==> config.mk <==
export PLATFORM = sky130hd
export DESIGN_NAME = game_flow_ctrl
export DESIGN_NICKNAME = d
export VERILOG_FILES = /design/src/rtl/game_pkg.sv /design/src/rtl/bcd_score_counter.sv /design/src/rtl/game_flow_ctrl.sv
export SDC_FILE = /design/constraint.sdc
export NUM_CORES = 1
export LEC_CHECK = 0
export ABC_CLOCK_PERIOD_IN_PS = 2250
export BUFFER_PORTS_ARGS = -buffer_cell sky130_fd_sc_hd__buf_2
export CAP_MARGIN = 15
export CORE_MARGIN = 4
export CORE_UTILIZATION = 57
export CTS_CLUSTER_SIZE = 20
export DETAILED_ROUTE_END_ITERATION = 12
export PLACE_DENSITY = 0.9
export RECOVER_POWER = 25
export SYNTH_ARGS = -nofsm -noshare
export SYNTH_HDL_FRONTEND = slang
export SYNTH_SLANG_ARGS = --single-unit
==> constraint.sdc <==
create_clock -name clock -period 2.25 [get_ports clock]
set_input_delay 0.45 -clock clock [delete_from_list [all_inputs] [get_ports clock]]
set_output_delay 0.45 -clock clock [all_outputs]
set_load 0.05 [all_outputs]
==> src/rtl/game_pkg.sv <==
// ---------------------------------------------------------------------------
// game_pkg
// Shared types and constants for the Breakout game-flow controller.
//   - game_state_t : controller states; the encoding is also the LED code
//   - LIVES_DEFAULT / NUM_BRICKS_DEFAULT : default game parameters
//   - BCD_DIGIT_W / BCD_DIGITS : score display geometry
// Optional build macro: PAUSE_EN adds the PAUSED state (code 6).
// ---------------------------------------------------------------------------
package game_pkg;

    localparam int LIVES_DEFAULT      = 3;
    localparam int NUM_BRICKS_DEFAULT = 40;
    localparam int BCD_DIGIT_W        = 4;
    localparam int BCD_DIGITS         = 4;

    typedef enum logic [2:0] {
        ST_IDLE     = 3'd0,
        ST_SERVE    = 3'd1,
        ST_PLAY     = 3'd2,
        ST_MISS     = 3'd3,
        ST_LOST_ALL = 3'd4,
        ST_WON      = 3'd5
`ifdef PAUSE_EN
        ,
        ST_PAUSED   = 3'd6
`endif
    } game_state_t;

endpackage

==> src/rtl/bcd_score_counter.sv <==
// ---------------------------------------------------------------------------
// bcd_score_counter
// Four-digit BCD up-counter that sticks at 9999.
// Ports:
//   clock : system clock
//   reset : asynchronous active-low reset, clears the score
//   en    : increment by one this clock (ignored once at 9999)
//   clr   : synchronous clear, takes priority over en
//   score : registered BCD value, most significant digit in the top nibble
// ---------------------------------------------------------------------------
module bcd_score_counter
    import game_pkg::*;
(
    input  logic                              clock,
    input  logic                              reset,
    input  logic                              en,
    input  logic                              clr,
    output logic [BCD_DIGITS*BCD_DIGIT_W-1:0] score
);

    logic [BCD_DIGITS*BCD_DIGIT_W-1:0] score_reg;
    logic [BCD_DIGITS*BCD_DIGIT_W-1:0] score_next;
    logic [BCD_DIGITS:0]               carry;
    logic [BCD_DIGITS-1:0]             is_nine;

    // Ripple carry: a digit advances when every lower digit is rolling over.
    assign carry[0] = 1'b1;

    genvar gi;
    generate
        for (gi = 0; gi < BCD_DIGITS; gi++) begin : g_digit
            assign is_nine[gi]  = (score_reg[gi*BCD_DIGIT_W +: BCD_DIGIT_W] == BCD_DIGIT_W'(9));
            assign carry[gi+1]  = carry[gi] & is_nine[gi];
            assign score_next[gi*BCD_DIGIT_W +: BCD_DIGIT_W] =
                !carry[gi]  ? score_reg[gi*BCD_DIGIT_W +: BCD_DIGIT_W] :
                is_nine[gi] ? '0 :
                              score_reg[gi*BCD_DIGIT_W +: BCD_DIGIT_W] + BCD_DIGIT_W'(1);
        end
    endgenerate

    // carry out of the top digit means every digit is 9: hold instead of wrapping
    always_ff @(posedge clock or negedge reset) begin
        if (!reset) begin
            score_reg <= '0;
        end else if (clr) begin
            score_reg <= '0;
        end else if (en && !carry[BCD_DIGITS]) begin
            score_reg <= score_next;
        end
    end

    assign score = score_reg;

endmodule

==> src/rtl/game_flow_ctrl.sv <==
// ---------------------------------------------------------------------------
// game_flow_ctrl
// Game-level sequencer for the Breakout ball datapath: serve hold, play,
// miss handling, lives, brick count, BCD score and speed level.
// Ports:
//   clock       : system clock (pixel clock domain)
//   reset       : asynchronous active-low reset
//   start_btn   : synchronized start button level; its rising edge is a press
//   frame_tick  : one pulse per video frame, paces the serve hold
//   brick_hit   : one brick destroyed (counted only in PLAY)
//   ball_lost   : ball left through the bottom (counted only in PLAY)
//   pause_btn   : (PAUSE_EN only) synchronized pause button level
//   ball_run    : ball mover enable, high only in PLAY
//   ball_reset  : one-cycle pulse on entry to SERVE, re-centres the ball
//   lives       : remaining lives
//   score_bcd   : four BCD digits
//   speed       : speed level for the ball mover
//   state_led   : current state code
//   game_over   : high in LOST_ALL
//   win         : high in WON
// Optional build macro: PAUSE_EN (pause_btn input and PAUSED state).
// ---------------------------------------------------------------------------
module game_flow_ctrl
    import game_pkg::*;
#(
    parameter int LIVES            = LIVES_DEFAULT,
    parameter int SERVE_TICKS      = 60,
    parameter int NUM_BRICKS       = NUM_BRICKS_DEFAULT,
    parameter int BRICKS_PER_LEVEL = 10,
    parameter int MAX_SPEED        = 3
) (
    input  logic        clock,
    input  logic        reset,
    input  logic        start_btn,
    input  logic        frame_tick,
    input  logic        brick_hit,
    input  logic        ball_lost,
`ifdef PAUSE_EN
    input  logic        pause_btn,
`endif
    output logic        ball_run,
    output logic        ball_reset,
    output logic [1:0]  lives,
    output logic [15:0] score_bcd,
    output logic [1:0]  speed,
    output logic [2:0]  state_led,
    output logic        game_over,
    output logic        win
);

    localparam int SW = $clog2(SERVE_TICKS + 1);
    localparam int BW = $clog2(NUM_BRICKS + 1);
    localparam int LW = $clog2(BRICKS_PER_LEVEL + 1);

    localparam logic [SW-1:0] SERVE_LAST   = SW'(SERVE_TICKS - 1);
    localparam logic [BW-1:0] BRICKS_INIT  = BW'(NUM_BRICKS);
    localparam logic [LW-1:0] LEVEL_LAST   = LW'(BRICKS_PER_LEVEL - 1);
    localparam logic [1:0]    LIVES_INIT   = 2'(LIVES);
    localparam logic [1:0]    SPEED_TOP    = 2'(MAX_SPEED);

    game_state_t   state_reg;
    logic [SW-1:0] serve_cnt_reg;
    logic [BW-1:0] bricks_left_reg;
    logic [LW-1:0] level_cnt_reg;    // bricks cleared since the last speed step
    logic [1:0]    lives_reg;
    logic [1:0]    speed_reg;
    logic          ball_run_reg;
    logic          ball_reset_reg;
    logic          game_over_reg;
    logic          win_reg;
    logic          start_q_reg;

    logic start_press;
    logic new_game;
    logic score_en;
    logic last_brick;

    assign start_press = start_btn & ~start_q_reg;
    assign new_game    = start_press & ((state_reg == ST_LOST_ALL) || (state_reg == ST_WON));
    assign score_en    = (state_reg == ST_PLAY) & brick_hit;
    assign last_brick  = (bricks_left_reg == BW'(1));

`ifdef PAUSE_EN
    logic pause_q_reg;
    logic pause_press;
    assign pause_press = pause_btn & ~pause_q_reg;

    always_ff @(posedge clock or negedge reset) begin
        if (!reset) begin
            pause_q_reg <= 1'b0;
        end else begin
            pause_q_reg <= pause_btn;
        end
    end
`endif

    always_ff @(posedge clock or negedge reset) begin
        if (!reset) begin
            state_reg       <= ST_IDLE;
            serve_cnt_reg   <= '0;
            bricks_left_reg <= BRICKS_INIT;
            level_cnt_reg   <= '0;
            lives_reg       <= LIVES_INIT;
            speed_reg       <= '0;
            ball_run_reg    <= 1'b0;
            ball_reset_reg  <= 1'b0;
            game_over_reg   <= 1'b0;
            win_reg         <= 1'b0;
            start_q_reg     <= 1'b0;
        end else begin
            start_q_reg    <= start_btn;
            ball_reset_reg <= 1'b0;

            case (state_reg)
                ST_IDLE: begin
                    if (start_press) begin
                        state_reg      <= ST_SERVE;
                        serve_cnt_reg  <= '0;
                        ball_reset_reg <= 1'b1;
                    end
                end

                ST_SERVE: begin
                    if (frame_tick) begin
                        if (serve_cnt_reg == SERVE_LAST) begin
                            state_reg    <= ST_PLAY;
                            ball_run_reg <= 1'b1;
                        end else begin
                            serve_cnt_reg <= serve_cnt_reg + SW'(1);
                        end
                    end
                end

                ST_PLAY: begin
                    // A brick hit in the same cycle as a loss is still counted.
                    if (brick_hit) begin
                        bricks_left_reg <= bricks_left_reg - BW'(1);
                        if (level_cnt_reg == LEVEL_LAST) begin
                            level_cnt_reg <= '0;
                            if (speed_reg < SPEED_TOP) begin
                                speed_reg <= speed_reg + 2'd1;
                            end
                        end else begin
                            level_cnt_reg <= level_cnt_reg + LW'(1);
                        end
                    end

                    if (brick_hit && last_brick) begin
                        state_reg    <= ST_WON;
                        ball_run_reg <= 1'b0;
                        win_reg      <= 1'b1;
                    end else if (ball_lost) begin
                        state_reg    <= ST_MISS;
                        ball_run_reg <= 1'b0;
                    end
`ifdef PAUSE_EN
                    else if (pause_press) begin
                        state_reg    <= ST_PAUSED;
                        ball_run_reg <= 1'b0;
                    end
`endif
                end

                ST_MISS: begin
                    if (lives_reg == 2'd1) begin
                        lives_reg     <= 2'd0;
                        state_reg     <= ST_LOST_ALL;
                        game_over_reg <= 1'b1;
                    end else begin
                        lives_reg      <= lives_reg - 2'd1;
                        state_reg      <= ST_SERVE;
                        serve_cnt_reg  <= '0;
                        ball_reset_reg <= 1'b1;
                    end
                end

                ST_LOST_ALL, ST_WON: begin
                    if (new_game) begin
                        lives_reg       <= LIVES_INIT;
                        speed_reg       <= '0;
                        bricks_left_reg <= BRICKS_INIT;
                        level_cnt_reg   <= '0;
                        game_over_reg   <= 1'b0;
                        win_reg         <= 1'b0;
                        state_reg       <= ST_SERVE;
                        serve_cnt_reg   <= '0;
                        ball_reset_reg  <= 1'b1;
                    end
                end

`ifdef PAUSE_EN
                ST_PAUSED: begin
                    if (pause_press) begin
                        state_reg    <= ST_PLAY;
                        ball_run_reg <= 1'b1;
                    end
                end
`endif

                default: begin
                    state_reg    <= ST_IDLE;
                    ball_run_reg <= 1'b0;
                end
            endcase
        end
    end

    bcd_score_counter u_score (
        .clock (clock),
        .reset (reset),
        .en    (score_en),
        .clr   (new_game),
        .score (score_bcd)
    );

    assign ball_run   = ball_run_reg;
    assign ball_reset = ball_reset_reg;
    assign lives      = lives_reg;
    assign speed      = speed_reg;
    assign state_led  = state_reg;
    assign game_over  = game_over_reg;
    assign win        = win_reg;

endmodule

Word level (Yosys, flattened, before mapping). Cells that the tools add are included.

Register bits after elaboration: 44. Input port bits: 6. Output and inout bits: 27. Logic and storage cells: 135.

$add $sub $neg: 9. $lt $le $gt $ge: 1. Eq/ne operators: 25. Multiplexer cells: 52. Bitwise gates (word level): 8. Reductions and logical operators: 25.

Operator list (count): two-way mux 6 bit (7); two-way mux 4 bit (10); two-way mux 16 bit (2); case mux 6 bit (4 select lines) (1); two-way mux 3 bit (7); adder 4 x 1 -> 4 bit (second input constant) (5); == test 4 bit (second input constant) (5); inequality test 2 bit (second input constant) (8); case mux 3 bit (5 select lines) (1); two-way mux 2 bit (6); case mux 6 bit (2 select lines) (1); nonzero test 2 bit (6); two-way mux 1 bit (10); AND reduction 5 bit (2); AND reduction 3 bit (3); case mux 2 bit (2 select lines) (2); case mux 4 bit (2 select lines) (1); AND reduction 2 bit (4); adder 6 x 1 -> 6 bit (second input constant) (1); bitwise AND 1 bit (6); == test 3 x 2 -> 1 bit (second input constant) (2); == test 3 bit (second input constant) (2); == test 6 x 1 -> 1 bit (second input constant) (1); == test 6 bit (second input constant) (1); 20 further kinds (26).

Depth between registers and ports, before layout.
Depth in word-level cells: 8. Gate-level depth with buffers: 7. Depth with buffers taken out: 6.

Cells and area by module. From an unflattened synthesis, not the netlist that was laid out.

Cells, all modules: 254. Area total of the unflattened synthesis: 2590.0 um^2.

By module, submodules not included: game_flow_ctrl (times used 1, cells an instance 152, area each 1546.5 um^2, seq. area each 705.7 um^2); bcd_score_counter (times used 1, cells an instance 102, area each 1043.5 um^2, seq. area each 400.4 um^2).

Worst setup path after synthesis. OpenSTA, ideal clock, no wires.

Path kind: reg2reg. From: reg u_score.score_reg[0] (netlist: u_score.score[0]). To: reg u_score.score_reg[11] (netlist: u_score.score[11]). Setup time: 0.078 ns. Arrival time: 1.937 ns. Required time: 2.172 ns. Slack: 0.235 ns. Cell stages (with the launch flop): 7. Path buffers: 1. Period minus slack after synthesis: 2.015 ns. Path through: dfrtp_1 > ha_1 > and3b_1 > buf_2 > nand3_1 > or3_1 > a21oi_1.

Cells in the longest elaborated chain, start to end: 8. Elaborated cells on any way between the ends: 9. Classes of those cells: eq/ne (1); bitwise (3); reduce/logical (5).

RTL lines: from (decl) (RTL line bcd_score_counter.sv:21) `logic [BCD_DIGITS*BCD_DIGIT_W-1:0] score_reg;`; from (signal assigned) (RTL line bcd_score_counter.sv:48) `score_reg <= score_next;`; == test 4 bit * (RTL line bcd_score_counter.sv:32) `assign is_nine[gi] = (score_reg[gi*BCD_DIGIT_W +: BCD_DIGIT_W] == BCD_DIGIT_W'(9));`; bitwise AND 1 bit * (RTL line bcd_score_counter.sv:33) `assign carry[gi+1] = carry[gi] & is_nine[gi];`; bitwise AND 1 bit (2 in series) (RTL line bcd_score_counter.sv:33); logical NOT 1 bit (RTL line bcd_score_counter.sv:47) `end else if (en && !carry[BCD_DIGITS]) begin`; logical AND 1 bit (RTL line bcd_score_counter.sv:47); nonzero test 2 bit (no source line); AND reduction 2 bit (no source line) *.

Mark *: on every way between the ends. The rest lies on a longest branch, timed or not. A chain may end at the register's enable or synchronous reset.

Final worst setup path.
From: reg state_reg[1] (netlist: state_led[1]). To: reg u_score.score_reg[14] (netlist: u_score.score[14]).

Cells in the longest elaborated chain, start to end: 5. Elaborated cells on any way between the ends: 11. Classes of those cells: eq/ne (3); mux (1); bitwise (2); reduce/logical (5).

RTL lines: from (decl) (RTL line game_flow_ctrl.sv:61) `game_state_t state_reg;`; from (signal assigned) (RTL line game_flow_ctrl.sv:99) `state_reg <= ST_IDLE;`; from (signal assigned) (RTL line game_flow_ctrl.sv:117) `state_reg <= ST_SERVE;`; from (signal assigned) (RTL line game_flow_ctrl.sv:126) `state_reg <= ST_PLAY;`; == test 3 bit or == test 3 x 2 -> 1 bit (tied branches) (RTL line game_flow_ctrl.sv:79, game_flow_ctrl.sv:80); logical OR 1 bit or bitwise AND 1 bit (tied branches) (RTL line game_flow_ctrl.sv:79, game_flow_ctrl.sv:80); bitwise AND 1 bit or logical AND 1 bit (tied branches) (RTL line game_flow_ctrl.sv:79, bcd_score_counter.sv:47); nonzero test 2 bit (no source line); AND reduction 2 bit (no source line).

Parallel ways exist; a longest one is shown, timed or not.

==> impl_metrics.tcl <==
set metrics [dict create \
    number_of_enable_flip_flop_cells_after_synthesis 0 \
    synth_top_flop_cell "dfrtp_1" \
    worstPathMaxFanout 18 \
    tritoncts "yes" \
    period_share_pct 88.15 \
    die-area_sq_mm 0.005399 \
    yosysWarnings 0 \
    cts.sink_count 44 \
    synth_top_area_share_pct 40.96 \
    dr_total_vias 2013 \
    setup.worst_path.class "reg2reg" \
    setup_repair_after_global_routing_missed_its_margin "false" \
    core.rowCount 23 \
    initial_core_util_pct 59.80 \
    clkLatencyLatePin_ps 300 \
    cp_slowest_stage_delay_ps 650 \
    synth_area_per_cell_sq_um 9.697 \
    antenna_violating_nets_post_route 0 \
    setup_viol_count_final 0 \
    cts_made_buffers 5 \
    period_needed_ps 1983 \
    syn_inst 252 \
    num-nets-final 309 \
    grt.total_usage_pct 21.39 \
    power.leakage_nw 1.327 \
    drtPass1Iterations 4 \
    grt_pass1_vias 1993 \
    grt_first_pass_wirelength_mm 9.073 \
    routabilityCongestion 0.8667 \
    critical_path.slowest_cell "dfrtp_1" \
    antenna_found_initial 0 \
    maximum_number_of_pins_on_one_net_before_global_route_repair 45 \
    globalRoute.totalOverflow 0 \
    start_kind "flop" \
    placeableCoreArea_sq_mm 0.004086 \
    irDropWorstVdd_mv 0.4121 \
    clock_slew_seen_by_the_registers_of_the_worst_setup_and_hold_paths_ps 80 \
    synth.cell_area_sq_mm 0.002444 \
    timing.fmax_ghz 0.5042 \
    crit_chain "and4bb_4 > nand4_4 > or4_1 > a21oi_1" \
    cts-resized-gates 0 \
    synthDominantAreaCellType "dfrtp_1" \
    synth_most_common_cell "dfrtp_1" \
    drive_gt1_share_pct 19.72 \
    synth_seq_area_share_pct 45.26 \
    wl_per_cell_microns 15.13 \
    floorplan.io_pins 33 \
    timing.max_cap.violations 0 \
    syn2layout_area_growth_pct 12.75 \
    required_ps 2470 \
    placed_cells 331 \
    remaining_drc_errors 0 \
    cts_max_level 2 \
    buffer_ports.inserted 32 \
    dp_hpwl_mm 3.664 \
    dr.first_iter.drc_count 150 \
    status "finished, final reports clean" \
    largest_register_ff_count 16 \
    cp.arrival_ps 2210 \
    cts-root-to-sink-buffers 2 \
    top_area_cells_in_the_synthesized_netlist "dfrtp_1 41%, ha_1 7.7%, dfstp_2 4.3%" \
    final_max_slew_viol_count 0 \
    synthesis.nets 273 \
    asyncSetResetFlopFracSynth_pct 100.0 \
    setup_tns_ps 0 \
    detail_route.wirelength_mm 5.128 \
    via_per_inst 5.938 \
    worst_hold_path_type "in2reg" \
    synth_seq_cells 44 \
    antenna_cells_inserted 0 \
    die_w_microns 73.48 \
    clockRootBuffer "clkbuf_8" \
    post_cts_buffers 0 \
    synth_top_cells_by_count "40 x dfrtp_1, 24 x nand2_1, 19 x nor2_1, 19 x o21ai_0, 15 x ha_1" \
    floorplan.die.height_microns 73.48 \
    cts_hold_buf 0 \
    final-hold-violation-count 0 \
    timing.max_slew.rel_slack_pct 28.89 \
    final.setup_skew_ps 5.106 \
    worst_pin_slew_ps 1067 \
    total_power_mw 1.606 \
    p_per_area_mw_per_mm2 582.8 \
    synth.lib_cells_used.distinct 53 \
    crit_path_end_kind "flop" \
    final_cell_count_no_fill 339 \
]
[worst max-delay path: cells and delay by family, from the launching register on]
kind             cells  cell delay, ps
AO/OA/AOI/OAI        1             170
AND/OR/NAND/NOR      3            1090
flip-flops           1             650
[cell usage in the layout, fill, tap and decap left out, types with 5 or more instances in the layout]
cell | synthesis | routed
o21ai_0 | 19 | 19
clkbuf_8 | 0 | 6
dfrtp_1 | 40 | 40
nand3_1 | 13 | 13
ha_1 | 15 | 15
nand2_1 | 24 | 24
nor3_1 | 5 | 5
or3_1 | 6 | 6
inv_1 | 14 | 14
buf_2 | 3 | 31
nor2_1 | 19 | 19
nand3b_1 | 5 | 5
nor2b_1 | 5 | 5
a21oi_1 | 12 | 12
[per-layer routing]
layer | part of all wire, % | track usage (%)
met5 | 0 | 0
met4 | 1.4 | 8.249
met1 | 46 | 28.72
met2 | 49 | 33.86
met3 | 4.2 | 4.514
[cell families after synthesis]
| logic type | synth area share (%) |
|---|---|
| xor gates and xnor gates | 1.792 |
| and+or+nand+nor | 23.91 |
| adders and majority gates | 7.680 |
| AOI/OAI and AO/OA | 16.18 |
| muxes | 1.792 |
| buffers and inverters | 3.379 |
| DFF | 45.26 |
[power by group]
part / internal (mW) / leakage, nW / switching, mW
Combinational: 0.0799 / 0.685 / 0.119
Clock: 0.245 / 0.0510 / 0.276
Sequential: 0.840 / 0.591 / 0.0450
Total: 1.17 / 1.33 / 0.440
[per-stage QoR]
stage	setup slack [ps]	util (%)	hold slack, ps	area (sq um)
after floorplan	234.7	-	154.4	2444
after global placement	397.4	65.25	466.6	2666
after detailed placement	304.6	65.25	465.9	2666
after CTS	273.8	67.51	233.9	2759
after global routing	117.3	67.42	299.7	2755
final	266.6	67.42	303.5	2755
[path summary, 6_finish.rpt]
check / startpoint / endpoint / slack [ps] / cells past startpoint
worst max register to register: state_led[1] / u_score.score[14] / 270 / 4
max in group asynchronous: reset / serve_cnt_reg[2] / 1180 / 2
min in group asynchronous: reset / u_score.score[4] / 410 / 2
worst min-delay path: start_btn / start_q_reg / 300 / 1
worst max-delay path: state_led[1] / u_score.score[14] / 270 / 4
worst min register to register: level_cnt_reg[3] / level_cnt_reg[3] / 490 / 1
[cell type report]
class / count / area, sq um
inverter: 14 / 52.55
multi-input combinational: 187 / 1255
sequential: 44 / 1106
timing repair buffer: 36 / 186.4
fill: 327 / 1331
clock inverter: 2 / 10.01
tap: 50 / 62.56
clock buffer: 6 / 82.58
Note: power is estimated with default switching activity, not from simulation.
